==> config.mk <==
export PLATFORM = sky130hd
export DESIGN_NAME = core_bus_arbiter_flat
export DESIGN_NICKNAME = d
export VERILOG_FILES = /design/src/rtl/core_bus_arbiter_pkg.sv /design/src/rtl/core_bus_arbiter_if.sv /design/src/rtl/core_bus_arbiter_req_slot.sv /design/src/rtl/core_bus_arbiter.sv /design/src/flat_wrapper.sv
export SDC_FILE = /design/constraint.sdc
export NUM_CORES = 1
export LEC_CHECK = 0
export CAP_MARGIN = 25
export CORE_ASPECT_RATIO = 1.75
export CORE_MARGIN = 2
export CORE_UTILIZATION = 50
export DETAILED_ROUTE_END_ITERATION = 10
export GPL_ROUTABILITY_DRIVEN = 0
export PLACE_DENSITY = 0.78
export SYNTH_ARGS = -nofsm -noshare
export SYNTH_HDL_FRONTEND = slang
export SYNTH_HIERARCHICAL = 1
export SYNTH_SLANG_ARGS = --single-unit
export TNS_END_PERCENT = 1
==> constraint.sdc <==
create_clock -name clk -period 5.9 [get_ports clk]
set_clock_uncertainty 0.1 [all_clocks]
set_input_delay 1.18 -clock clk [delete_from_list [all_inputs] [get_ports clk]]
set_output_delay 1.18 -clock clk [all_outputs]
set_load 0.02 [all_outputs]
==> src/rtl/core_bus_arbiter_pkg.sv <==
// Shared types for the core bus arbiter: request record, FSM state and channel ids.
// Latency: n/a (types and constants only).
// Backpressure: n/a.
package core_bus_pkg;

  localparam logic BUS_READ  = 1'b0;
  localparam logic BUS_WRITE = 1'b1;

  // One request as presented by either core port and as driven downstream.
  typedef struct packed {
    logic        mode;   // BUS_READ / BUS_WRITE
    logic [31:0] addr;
    logic [31:0] wdata;
    logic [3:0]  wstrb;
  } bus_req_t;

  typedef enum logic {
    IDLE,
    WAIT
  } arb_state_e;

  typedef enum logic {
    CH_FETCH,
    CH_MEM
  } ch_id_e;

  // The channel that is not 'c'; used for round-robin tie-break.
  function automatic ch_id_e other_ch(input ch_id_e c);
    return (c == CH_FETCH) ? CH_MEM : CH_FETCH;
  endfunction

endpackage

==> src/rtl/core_bus_arbiter_if.sv <==
// Bundle of the two core-side pulse ports plus the merged downstream pulse port.
// Latency: n/a (wiring only).
// Backpressure: none; every port is a one-cycle enable pulse without a ready.
// Modports:
//   slave  - arbiter view: takes core requests and downstream responses, drives the rest.
//   master - environment view (core + memory model), the mirror image.
interface core_bus_arbiter_if;

  // fetch port
  logic        fetch_request_enable;
  logic        freq_mode;
  logic [31:0] freq_addr;
  logic [31:0] freq_wdata;
  logic [3:0]  freq_wstrb;
  logic        fetch_response_enable;
  logic [31:0] fresp_data;

  // data port
  logic        mem_request_enable;
  logic        mreq_mode;
  logic [31:0] mreq_addr;
  logic [31:0] mreq_wdata;
  logic [3:0]  mreq_wstrb;
  logic        mem_response_enable;
  logic [31:0] mresp_data;

  // downstream memory port
  logic        bus_req_enable;
  logic        bus_req_mode;
  logic [31:0] bus_req_addr;
  logic [31:0] bus_req_wdata;
  logic [3:0]  bus_req_wstrb;
  logic        bus_resp_enable;
  logic [31:0] bus_resp_data;

  logic        protocol_error;

  modport slave (
    input  fetch_request_enable, freq_mode, freq_addr, freq_wdata, freq_wstrb,
    output fetch_response_enable, fresp_data,
    input  mem_request_enable, mreq_mode, mreq_addr, mreq_wdata, mreq_wstrb,
    output mem_response_enable, mresp_data,
    output bus_req_enable, bus_req_mode, bus_req_addr, bus_req_wdata, bus_req_wstrb,
    input  bus_resp_enable, bus_resp_data,
    output protocol_error
  );

  modport master (
    output fetch_request_enable, freq_mode, freq_addr, freq_wdata, freq_wstrb,
    input  fetch_response_enable, fresp_data,
    output mem_request_enable, mreq_mode, mreq_addr, mreq_wdata, mreq_wstrb,
    input  mem_response_enable, mresp_data,
    input  bus_req_enable, bus_req_mode, bus_req_addr, bus_req_wdata, bus_req_wstrb,
    output bus_resp_enable, bus_resp_data,
    input  protocol_error
  );

endinterface

==> src/rtl/core_bus_arbiter_req_slot.sv <==
// One-entry request buffer for a single arbiter channel.
// Latency: load visible on pending_o/req_o the cycle after the load pulse.
// Backpressure: none; a load while full or while the channel is busy is dropped and flagged on ovf_o.
// Ports:
//   clk, rst          clock, async active-high reset
//   load_i, req_i     capture request pulse and its fields
//   clear_i           entry consumed by the arbiter this cycle
//   busy_i            channel has a transaction in flight that is not completing this cycle
//   pending_o, req_o  stored entry
//   ovf_o             combinational: load_i arrived while it could not be accepted
module req_slot
  import core_bus_pkg::*;
(
  input  logic     clk,
  input  logic     rst,
  input  logic     load_i,
  input  logic     clear_i,
  input  logic     busy_i,
  input  bus_req_t req_i,
  output logic     pending_o,
  output bus_req_t req_o,
  output logic     ovf_o
);

  logic     pending_q, pending_d;
  bus_req_t data_q, data_d;
  logic     accept;

  // Existing entry always wins; an offending pulse is simply discarded.
  assign accept = load_i & ~pending_q & ~busy_i;
  assign ovf_o  = load_i & (pending_q | busy_i);

  always_comb begin
    pending_d = pending_q;
    data_d    = data_q;
    if (clear_i) begin
      pending_d = 1'b0;
    end else if (accept) begin
      pending_d = 1'b1;
      data_d    = req_i;
    end
  end

  always_ff @(posedge clk or posedge rst) begin
    if (rst) begin
      pending_q <= 1'b0;
      data_q    <= '0;
    end else begin
      pending_q <= pending_d;
      data_q    <= data_d;
    end
  end

  assign pending_o = pending_q;
  assign req_o     = data_q;

endmodule

==> src/rtl/core_bus_arbiter.sv <==
// Merges the core fetch and data pulse ports onto one downstream port, one transaction outstanding.
// Latency: request pulse in T (arbiter idle) -> bus_req_enable in T+1; bus response in R -> channel response in R+1.
// Backpressure: none; one buffered request per channel, extra pulses are dropped and set protocol_error.
// Ports:
//   clk, rst  clock, async active-high reset
//   bus       core_bus_arbiter_if.slave: fetch port, data port, downstream port, protocol_error
// Parameter MEM_FIRST: 1 = data channel wins the first simultaneous request after reset.
module core_bus_arbiter
  import core_bus_pkg::*;
#(
  parameter bit MEM_FIRST = 1'b1
) (
  input  logic                clk,
  input  logic                rst,
  core_bus_arbiter_if.slave   bus
);

  arb_state_e  state_q, state_d;
  ch_id_e      owner_q, owner_d;
  ch_id_e      last_q, last_d;
  bus_req_t    breq_q, breq_d;
  logic        breq_en_q, breq_en_d;
  logic        fresp_en_q, fresp_en_d;
  logic        mresp_en_q, mresp_en_d;
  logic [31:0] fresp_data_q, fresp_data_d;
  logic [31:0] mresp_data_q, mresp_data_d;
  logic        err_q, err_d;

  bus_req_t    freq_in, mreq_in;
  bus_req_t    f_buf, m_buf;
  logic        f_pend, m_pend;
  logic        f_ovf, m_ovf;
  logic        f_busy, m_busy;
  logic        f_load, m_load;
  logic        f_clear, m_clear;
  logic        f_bypass, m_bypass;
  logic        cand_f, cand_m;
  ch_id_e      gnt_ch;
  logic        stray;

  assign freq_in = {bus.freq_mode, bus.freq_addr, bus.freq_wdata, bus.freq_wstrb};
  assign mreq_in = {bus.mreq_mode, bus.mreq_addr, bus.mreq_wdata, bus.mreq_wstrb};

  // In-flight clears on the response edge, so the owner may issue a new pulse in the response cycle.
  assign f_busy = (state_q == WAIT) && (owner_q == CH_FETCH) && !bus.bus_resp_enable;
  assign m_busy = (state_q == WAIT) && (owner_q == CH_MEM)   && !bus.bus_resp_enable;

  // A pulse granted straight through in IDLE never enters its buffer.
  assign f_load = bus.fetch_request_enable & ~f_bypass;
  assign m_load = bus.mem_request_enable   & ~m_bypass;

  req_slot u_fetch_slot (
    .clk       (clk),
    .rst       (rst),
    .load_i    (f_load),
    .clear_i   (f_clear),
    .busy_i    (f_busy),
    .req_i     (freq_in),
    .pending_o (f_pend),
    .req_o     (f_buf),
    .ovf_o     (f_ovf)
  );

  req_slot u_mem_slot (
    .clk       (clk),
    .rst       (rst),
    .load_i    (m_load),
    .clear_i   (m_clear),
    .busy_i    (m_busy),
    .req_i     (mreq_in),
    .pending_o (m_pend),
    .req_o     (m_buf),
    .ovf_o     (m_ovf)
  );

  // A buffered entry takes precedence over a same-cycle pulse (which then overflows).
  assign cand_f = f_pend | bus.fetch_request_enable;
  assign cand_m = m_pend | bus.mem_request_enable;

  always_comb begin
    state_d      = state_q;
    owner_d      = owner_q;
    last_d       = last_q;
    breq_d       = breq_q;
    breq_en_d    = 1'b0;
    fresp_en_d   = 1'b0;
    mresp_en_d   = 1'b0;
    fresp_data_d = fresp_data_q;
    mresp_data_d = mresp_data_q;
    f_clear      = 1'b0;
    m_clear      = 1'b0;
    f_bypass     = 1'b0;
    m_bypass     = 1'b0;
    stray        = 1'b0;
    gnt_ch       = CH_FETCH;

    case (state_q)
      IDLE: begin
        if (cand_f && cand_m) begin
          gnt_ch = other_ch(last_q);
        end else if (cand_m) begin
          gnt_ch = CH_MEM;
        end else begin
          gnt_ch = CH_FETCH;
        end

        if (cand_f || cand_m) begin
          breq_en_d = 1'b1;
          owner_d   = gnt_ch;
          last_d    = gnt_ch;
          state_d   = WAIT;
          if (gnt_ch == CH_FETCH) begin
            if (f_pend) begin
              breq_d  = f_buf;
              f_clear = 1'b1;
            end else begin
              breq_d   = freq_in;
              f_bypass = 1'b1;
            end
          end else begin
            if (m_pend) begin
              breq_d  = m_buf;
              m_clear = 1'b1;
            end else begin
              breq_d   = mreq_in;
              m_bypass = 1'b1;
            end
          end
        end

        // Nothing is outstanding, so any response here is unsolicited.
        stray = bus.bus_resp_enable;
      end

      WAIT: begin
        if (bus.bus_resp_enable) begin
          if (owner_q == CH_FETCH) begin
            fresp_en_d   = 1'b1;
            fresp_data_d = bus.bus_resp_data;
          end else begin
            mresp_en_d   = 1'b1;
            mresp_data_d = bus.bus_resp_data;
          end
          state_d = IDLE;
        end
      end
    endcase
  end

  assign err_d = err_q | f_ovf | m_ovf | stray;

  always_ff @(posedge clk or posedge rst) begin
    if (rst) begin
      state_q      <= IDLE;
      owner_q      <= CH_FETCH;
      last_q       <= MEM_FIRST ? CH_FETCH : CH_MEM;
      breq_q       <= '0;
      breq_en_q    <= 1'b0;
      fresp_en_q   <= 1'b0;
      mresp_en_q   <= 1'b0;
      fresp_data_q <= '0;
      mresp_data_q <= '0;
      err_q        <= 1'b0;
    end else begin
      state_q      <= state_d;
      owner_q      <= owner_d;
      last_q       <= last_d;
      breq_q       <= breq_d;
      breq_en_q    <= breq_en_d;
      fresp_en_q   <= fresp_en_d;
      mresp_en_q   <= mresp_en_d;
      fresp_data_q <= fresp_data_d;
      mresp_data_q <= mresp_data_d;
      err_q        <= err_d;
    end
  end

  assign bus.bus_req_enable        = breq_en_q;
  assign bus.bus_req_mode          = breq_q.mode;
  assign bus.bus_req_addr          = breq_q.addr;
  assign bus.bus_req_wdata         = breq_q.wdata;
  assign bus.bus_req_wstrb         = breq_q.wstrb;
  assign bus.fetch_response_enable = fresp_en_q;
  assign bus.fresp_data            = fresp_data_q;
  assign bus.mem_response_enable   = mresp_en_q;
  assign bus.mresp_data            = mresp_data_q;
  assign bus.protocol_error        = err_q;

endmodule

==> src/flat_wrapper.sv <==
// flat-port wrapper written by rule: the top's interface ports become plain ports
module core_bus_arbiter_flat import core_bus_pkg::*;
#(
  parameter bit MEM_FIRST = 1'b1
)
  (clk, rst, bus_fetch_request_enable, bus_freq_mode, bus_freq_addr, bus_freq_wdata, bus_freq_wstrb, bus_fetch_response_enable, bus_fresp_data, bus_mem_request_enable, bus_mreq_mode, bus_mreq_addr, bus_mreq_wdata, bus_mreq_wstrb, bus_mem_response_enable, bus_mresp_data, bus_bus_req_enable, bus_bus_req_mode, bus_bus_req_addr, bus_bus_req_wdata, bus_bus_req_wstrb, bus_bus_resp_enable, bus_bus_resp_data, bus_protocol_error);
  core_bus_arbiter_if bus_i ();
  input  logic clk;
  input  logic rst;
  input wire logic [$bits(bus_i.fetch_request_enable)-1:0] bus_fetch_request_enable;
  input wire logic [$bits(bus_i.freq_mode)-1:0] bus_freq_mode;
  input wire logic [$bits(bus_i.freq_addr)-1:0] bus_freq_addr;
  input wire logic [$bits(bus_i.freq_wdata)-1:0] bus_freq_wdata;
  input wire logic [$bits(bus_i.freq_wstrb)-1:0] bus_freq_wstrb;
  output wire logic [$bits(bus_i.fetch_response_enable)-1:0] bus_fetch_response_enable;
  output wire logic [$bits(bus_i.fresp_data)-1:0] bus_fresp_data;
  input wire logic [$bits(bus_i.mem_request_enable)-1:0] bus_mem_request_enable;
  input wire logic [$bits(bus_i.mreq_mode)-1:0] bus_mreq_mode;
  input wire logic [$bits(bus_i.mreq_addr)-1:0] bus_mreq_addr;
  input wire logic [$bits(bus_i.mreq_wdata)-1:0] bus_mreq_wdata;
  input wire logic [$bits(bus_i.mreq_wstrb)-1:0] bus_mreq_wstrb;
  output wire logic [$bits(bus_i.mem_response_enable)-1:0] bus_mem_response_enable;
  output wire logic [$bits(bus_i.mresp_data)-1:0] bus_mresp_data;
  output wire logic [$bits(bus_i.bus_req_enable)-1:0] bus_bus_req_enable;
  output wire logic [$bits(bus_i.bus_req_mode)-1:0] bus_bus_req_mode;
  output wire logic [$bits(bus_i.bus_req_addr)-1:0] bus_bus_req_addr;
  output wire logic [$bits(bus_i.bus_req_wdata)-1:0] bus_bus_req_wdata;
  output wire logic [$bits(bus_i.bus_req_wstrb)-1:0] bus_bus_req_wstrb;
  input wire logic [$bits(bus_i.bus_resp_enable)-1:0] bus_bus_resp_enable;
  input wire logic [$bits(bus_i.bus_resp_data)-1:0] bus_bus_resp_data;
  output wire logic [$bits(bus_i.protocol_error)-1:0] bus_protocol_error;
  assign bus_i.fetch_request_enable = bus_fetch_request_enable;
  assign bus_i.freq_mode = bus_freq_mode;
  assign bus_i.freq_addr = bus_freq_addr;
  assign bus_i.freq_wdata = bus_freq_wdata;
  assign bus_i.freq_wstrb = bus_freq_wstrb;
  assign bus_fetch_response_enable = bus_i.fetch_response_enable;
  assign bus_fresp_data = bus_i.fresp_data;
  assign bus_i.mem_request_enable = bus_mem_request_enable;
  assign bus_i.mreq_mode = bus_mreq_mode;
  assign bus_i.mreq_addr = bus_mreq_addr;
  assign bus_i.mreq_wdata = bus_mreq_wdata;
  assign bus_i.mreq_wstrb = bus_mreq_wstrb;
  assign bus_mem_response_enable = bus_i.mem_response_enable;
  assign bus_mresp_data = bus_i.mresp_data;
  assign bus_bus_req_enable = bus_i.bus_req_enable;
  assign bus_bus_req_mode = bus_i.bus_req_mode;
  assign bus_bus_req_addr = bus_i.bus_req_addr;
  assign bus_bus_req_wdata = bus_i.bus_req_wdata;
  assign bus_bus_req_wstrb = bus_i.bus_req_wstrb;
  assign bus_i.bus_resp_enable = bus_bus_resp_enable;
  assign bus_i.bus_resp_data = bus_bus_resp_data;
  assign bus_protocol_error = bus_i.protocol_error;
  core_bus_arbiter #(.MEM_FIRST(MEM_FIRST)) u_core (.clk(clk), .rst(rst), .bus(bus_i));
endmodule
After elaboration in Yosys (flattened, before gate mapping)
Index checks and enable logic that the tools add are counted.
{"block": "totals", "output_inout_bits": 137, "elab_cells": 98, "reg_bits": 279}
{"block": "op_classes", "reduce_logical": 14, "mux": 37, "n_bitwise": 25}
{"operator": "two-way mux 69 bit", "n": 3}
{"operator": "two-way mux 1 bit", "n": 33}
{"operator": "inverter 1 bit", "n": 10}
{"operator": "bitwise AND 1 bit", "n": 8}
{"operator": "OR 1 bit", "n": 7}
{"operator": "AND reduction 2 bit", "n": 3}
{"operator": "AND reduction 3 bit", "n": 2}
{"operator": "logical AND 1 bit", "n": 5}
{"operator": "nonzero test 2 bit", "n": 2}
{"operator": "one-hot mux 1 bit (2 select lines)", "n": 1}
{"operator": "zero test 1 bit", "n": 1}
{"operator": "logical OR 1 bit", "n": 1}

Longest topological paths before layout
{"block": "logic_depth", "word_depth": 13, "ltp_mapped": 10, "depth_no_buf": 6}

By module
The synthesis kept the hierarchy.
{"mod": "core_bus_arbiter", "cells_each": 734, "n_inst": 1, "area_each_um2": 7986.4}
{"mod": "req_slot", "cells_each": 152, "n_inst": 2, "area_each_um2": 2618.8}

Worst setup path after synthesis
Ideal clock, no wire load.
{"block": "synth_path", "path_kind": "input -> register", "from": "input port bus_fetch_request_enable", "to": "register u_core.u_fetch_slot.data_q, in the netlist u_core/u_fetch_slot/req_o[21]", "setup_time_ns": 0.128, "setup_slack_ns": 2.810, "path_stages": 9, "t_arrival_ns": 2.863, "path_buffers": 4, "required_time_ns": 5.672, "path_cell_list": "o21a_1 -> buf_6 -> buf_6 -> nor2_1 -> o31a_1 -> nor4b_4 -> buf_4 -> buf_4 -> mux2_1"}
{"block": "synth_between", "elab_chain_cells": 12}
{"item": "start: declaration", "line_no": "flat_wrapper.sv:10", "rtl": "input wire logic [$bits(bus_i.fetch_request_enable)-1:0] bus_fetch_request_enable;"}
{"item": "OR 1 bit", "line_no": "core_bus_arbiter.sv:77", "rtl": "assign cand_f = f_pend | bus.fetch_request_enable;"}
{"item": "logical AND 1 bit", "line_no": "core_bus_arbiter.sv:99", "rtl": "if (cand_f && cand_m) begin"}
{"item": "two-way mux 1 bit", "line_no": "core_bus_arbiter.sv:99"}
{"item": "two-way mux 1 bit", "line_no": "core_bus_arbiter.sv:97", "rtl": "case (state_q)"}
{"item": "two-way mux 1 bit", "line_no": "core_bus_arbiter.sv:112", "rtl": "if (gnt_ch == CH_FETCH) begin"}
{"item": "two-way mux 1 bit", "line_no": "core_bus_arbiter.sv:107", "rtl": "if (cand_f || cand_m) begin"}
{"item": "two-way mux 1 bit", "line_no": "core_bus_arbiter.sv:97"}
{"item": "inverter 1 bit", "line_no": "core_bus_arbiter.sv:49", "rtl": "assign f_load = bus.fetch_request_enable & ~f_bypass;"}
{"item": "bitwise AND 1 bit *", "line_no": "core_bus_arbiter.sv:49"}
{"item": "via u_core.f_load", "line_no": "core_bus_arbiter.sv:34", "rtl": "logic f_load, m_load;"}
{"item": "bitwise AND 1 bit * (2 in a row)", "line_no": "core_bus_arbiter_req_slot.sv:30", "rtl": "assign accept = load_i & ~pending_q & ~busy_i;"}
{"item": "AND reduction 2 bit (no source line) *"}
{"item": "end signal: assignment", "line_no": "core_bus_arbiter_req_slot.sv:50", "rtl": "data_q <= data_d;"}
{"item": "end: declaration", "line_no": "core_bus_arbiter_req_slot.sv:26", "rtl": "bus_req_t data_q, data_d;"}
Mark *: on every way through the listed nets, which the timed path passes. The rest lies on a longest branch. The select of a mux whose other input is x is not followed.
A chain may end at the register's enable or synchronous reset.

Final worst setup path
{"block": "layout_path", "from": "input port bus_fetch_request_enable", "to": "register u_core.u_mem_slot.data_q, in the netlist u_core/u_mem_slot/req_o[33]"}
{"block": "layout_between", "elab_chain_cells": 12}
{"item": "OR 1 bit *", "line_no": "core_bus_arbiter.sv:77"}
{"item": "logical AND 1 bit", "line_no": "core_bus_arbiter.sv:99"}
{"item": "two-way mux 1 bit", "line_no": "core_bus_arbiter.sv:99"}
{"item": "two-way mux 1 bit", "line_no": "core_bus_arbiter.sv:97"}
{"item": "two-way mux 1 bit", "line_no": "core_bus_arbiter.sv:112"}
{"item": "two-way mux 1 bit *", "line_no": "core_bus_arbiter.sv:107"}
{"item": "two-way mux 1 bit *", "line_no": "core_bus_arbiter.sv:97"}
{"item": "inverter 1 bit *", "line_no": "core_bus_arbiter.sv:50", "rtl": "assign m_load = bus.mem_request_enable & ~m_bypass;"}
{"item": "bitwise AND 1 bit *", "line_no": "core_bus_arbiter.sv:50"}
{"item": "via u_core.m_load", "line_no": "core_bus_arbiter.sv:34"}
{"item": "bitwise AND 1 bit * (2 in a row)", "line_no": "core_bus_arbiter_req_slot.sv:30"}
{"item": "AND reduction 2 bit (no source line) *"}
{"item": "end signal: assignment", "line_no": "core_bus_arbiter_req_slot.sv:50"}
{"item": "end: declaration", "line_no": "core_bus_arbiter_req_slot.sv:26"}
Marked as above.

==> flow_results.org <==
** Floorplanning
- Number of top-level pins :: 312
- Standard cell core area :: 26000 sq um
- Once the floorplan was initialized, standard cells occupied 50.9% of the core.
- Chip width :: 127 microns
- Height of the die :: 219 microns
- Die area :: 27800 sq um
- Site Rows :: 78

** STA
- Achievable frequency :: 281 MHz
- Worst-margin pin slew :: 1050 ps
- Post-route clock period utilization :: 60.4%
- Adding up every negative setup slack in the final design gives 0 ps.
- Time the final worst path needs with I/O delays and setup :: 3560 ps
- Normalized max-slew margin :: 30.2%
- The number of pins exceeding their max-slew limit in the final report was 0.
- The final count of hold timing violations came to 0.
- Unrepaired setup endpoints after global routing :: false
- Setup Viol. Count Final :: 0

** Layout
- Final cell count without fillers :: 1636
- The multi-input combinational cells in the finished layout cover a total of 5590 sq um.
- From synthesis to final layout, the design area changed by 29.7%.
- In the final layout, the share of cells above drive strength 1 is 20.7%.
- Summing all flip-flop and latch instances after layout gives 6990 sq um.
- Filler Cell Count :: 1978
- The library cell used most frequently in the layout, excluding fill and tap cells, is sky130_fd_sc_hd__clkdlybuf4s50_1.
- In the final design database the tool counted 1465 nets.
- Commonest non-fill, non-tap cells in the layout :: sky130_fd_sc_hd__clkdlybuf4s50_1, sky130_fd_sc_hd__dfrtp_1, sky130_fd_sc_hd__mux2_2, sky130_fd_sc_hd__nor2b_1, sky130_fd_sc_hd__o21ai_0

** Worst setup path
- Critical Path, Cell by Cell :: clkdlybuf4s50_1 > o21a_2 > buf_4 > o31a_1 > nor4b_4 > buf_4 > mux2_2
- Among all stages on the critical path, the largest delay is contributed by sky130_fd_sc_hd__clkdlybuf4s50_1.
- Worst EP arrival :: 3890 ps
- Worst endpoint required time :: 6220 ps
- Max Fanout on Critical Path :: 41
- On the worst path, the slowest cell contributes a delay of 630 ps.
- WS Path Type :: primary input to flip-flop
- Critical path endpoint category :: flip-flop
- In this design, the largest share of critical-path delay is due to buffers and inverters.
- Worst path buffer plus inverter count :: 3
- STA classifies the critical path startpoint as a primary input.
- The cell that appears most often on the critical path is sky130_fd_sc_hd__buf_4.

** Logic synthesis
- Share of flip-flops with an asynchronous set or reset :: 100%
- Combined area of all synthesized cells :: 13200 sq um
- Simple-gate portion of the synthesized area :: 7.82%
- Distinct cells, synth :: 35
- Warnings, synthesis :: 6
- Multiplexer cells account for 17.2% of the synthesized area.
- Post-Synth Adder-Cell Area :: 0%
- Synthesis handed over a netlist of 1038 instances.
- For this run, the leading register cell type out of synthesis is sky130_fd_sc_hd__dfrtp_1.
- Synthesized area per cell :: 12.7 sq um
- Compound-gate portion of the synthesized area :: 17.2%
- Number of synthesized flops with an enable pin :: 0
- Sequential-to-total area share from yosys stat :: 52.8%
- Synth Area in XOR/XNOR :: 0%
- The synthesized design contains 279 register bits.
- Largest cells by area after synthesis :: sky130_fd_sc_hd__dfrtp_1, sky130_fd_sc_hd__mux2_2, sky130_fd_sc_hd__nor2b_1
- Main combinational cell family by area after synthesis :: multiplexers
- The top cell type by area accounts for 52.8% of the synthesized area.
- Largest area contributor in the synthesized netlist :: sky130_fd_sc_hd__dfrtp_1
- Synthesis produced a netlist with a net count of 1213.

** Pwr
- Power spread over the standard cell area amounts to 574 nW/um^2.
- Peak VDD IR :: 0.347 mV
- Pleak :: 0.00670 uW

** CTS
- Post-CTS repair changed the size of 0 cells.
- The clock reaches the later pin of the worst-skew pair after 540 ps.
- For this design, the CTS-stage hold fixing added 0 buffers.
- Post-CTS setup-driven buffer insertion count :: 0
- Clock slew seen by the registers of the worst setup and hold paths :: 70 ps
- Worst-case clock buffer depth :: 3
- The tree built by TritonCTS fans out to 279 sinks.
- TritonCTS clock tree :: done
- In this run the number of H-tree levels came out at 1.
- Clock root buffer :: sky130_fd_sc_hd__clkbuf_16
- Num CTS Buffers :: 26

** Placed design
- Placed Cells :: 1582
- Detailed-placement wirelength estimate :: 23800 microns
- Buffers placed on the I/O ports in this run total 311.

** GRT
- The initial antenna violation count came to 4.
- Gr usage total :: 26.6%
- Via count of the first global-routing pass :: 10300
- Entering global routing, the biggest net connects 93 pins.
- Summed over all layers, the global routing overflow is 0.
- Global-route wire length before repair :: 58400 microns

** Worst hold path
- Class of the tightest hold or removal check :: flip-flop to flip-flop

** Job
- Max-cap violations :: 0

** Outcome
- The run finished with clean final reports.

** Drt
- Initial drt markers :: 585
- Dividing the detail-routed via count by the number of cells gives 6.07.
- The final route contains 9931 vias.
- Residual antenna-violating net count after detailed routing :: 0
- Average wire length per cell after detail routing :: 23.1 microns
- After detailed routing, the number of remaining DRC violations is 0.
- TritonRoute pass-1 iters :: 5
- Summed over all layers, the routed wires come to 37800 microns.
## registers in the layout (all words and copies together) (netlist names)
signal	count
u_core/bus.fresp_data	32
u_core/bus.bus_req_mode	1
u_core/state_q	1
u_core/bus.mem_response_enable	1
u_core/u_mem_slot/pending_o	1
u_core/bus.protocol_error	1
u_core/u_fetch_slot/pending_o	1
u_core/bus.mresp_data	32
u_core/last_q	1
u_core/bus.bus_req_wstrb	4
u_core/bus.bus_req_wdata	32
u_core/bus.bus_req_addr	32
u_core/u_mem_slot/req_o	69
u_core/u_fetch_slot/req_o	69
u_core/bus.fetch_response_enable	1
u_core/bus.bus_req_enable	1
## cells in the mapped netlist (2+ instances only)
cell type,n
sky130_fd_sc_hd__a2111oi_0,50
sky130_fd_sc_hd__a2111oi_1,16
sky130_fd_sc_hd__a2111oi_2,3
sky130_fd_sc_hd__a21oi_1,2
sky130_fd_sc_hd__a221oi_1,59
sky130_fd_sc_hd__a221oi_2,10
sky130_fd_sc_hd__and2b_1,10
sky130_fd_sc_hd__buf_2,32
sky130_fd_sc_hd__buf_4,6
sky130_fd_sc_hd__buf_6,22
sky130_fd_sc_hd__clkbuf_1,43
sky130_fd_sc_hd__dfrtp_1,279
sky130_fd_sc_hd__inv_1,10
sky130_fd_sc_hd__mux2_1,20
sky130_fd_sc_hd__mux2_2,182
sky130_fd_sc_hd__nand2_1,2
sky130_fd_sc_hd__nand2b_1,2
sky130_fd_sc_hd__nand3_2,2
sky130_fd_sc_hd__nor2_1,3
sky130_fd_sc_hd__nor2b_1,128
sky130_fd_sc_hd__nor3b_1,2
sky130_fd_sc_hd__nor4b_4,2
sky130_fd_sc_hd__o21a_1,3
sky130_fd_sc_hd__o21ai_0,70
sky130_fd_sc_hd__o31a_1,2
sky130_fd_sc_hd__o31ai_1,66
sky130_fd_sc_hd__o31ai_2,3
sky130_fd_sc_hd__or2_1,2
## per-layer routing
metal,global-route usage (%),up-vias,routed length [microns]
met5,0,-,0
met4,13.6,0,1770
met3,3.66,98,2270
met2,46.5,411,19500
met1,32.1,4991,14200
li1,-,4431,-
## cell families after synthesis
group,after synthesis
flip-flops,279
buffers and inverters,115
AO/OA/AOI/OAI,286
multiplexers,202
AND/OR/NAND/NOR,156
## power breakdown
group          internal, uW  switching, uW
clock                   924            731
combinational          2260           2350
sequential             2900            679
total                  6080           3760
## final timing paths
path                                                    start                       endpoint  slack, ps  cells after the start
worst max-delay path                 bus_fetch_request_enable    u_core/u_mem_slot/req_o[33]       2340                      7
worst min-delay path            u_core/u_fetch_slot/req_o[27]  u_core/u_fetch_slot/req_o[27]        390                      1
max in group asynchronous                                 rst  u_core/u_fetch_slot/pending_o       3520                      3
worst min register to register  u_core/u_fetch_slot/req_o[27]  u_core/u_fetch_slot/req_o[27]        390                      1
min in group asynchronous                                 rst  u_core/u_fetch_slot/req_o[52]       1120                      2
worst max register to register  u_core/u_fetch_slot/pending_o    u_core/u_mem_slot/req_o[33]       2700                      6
## area by class of cell
cell class	instances	area share, %
sequential	279	40.8
multi-input combinational	644	32.6
timing repair buffer	329	19.1
clock buffer	42	4.62
tap	320	2.33
clock inverter	6	0.284
inverter	10	0.263
antenna	6	0.0875
## stage by stage
step	hold WS, ps	util, %	instance area, sq um	setup WS [ps]	power (uW)
after floorplan	354	-	13200	895	6490
after global placement	366	62.7	16300	1890	8000
after detailed placement	380	62.8	16300	1770	8200
after CTS	393	66.0	17100	2350	9880
after global routing	405	66.1	17100	2190	10400
final	392	66.1	17200	2340	9840
Note: power is estimated with default switching activity, not from simulation.
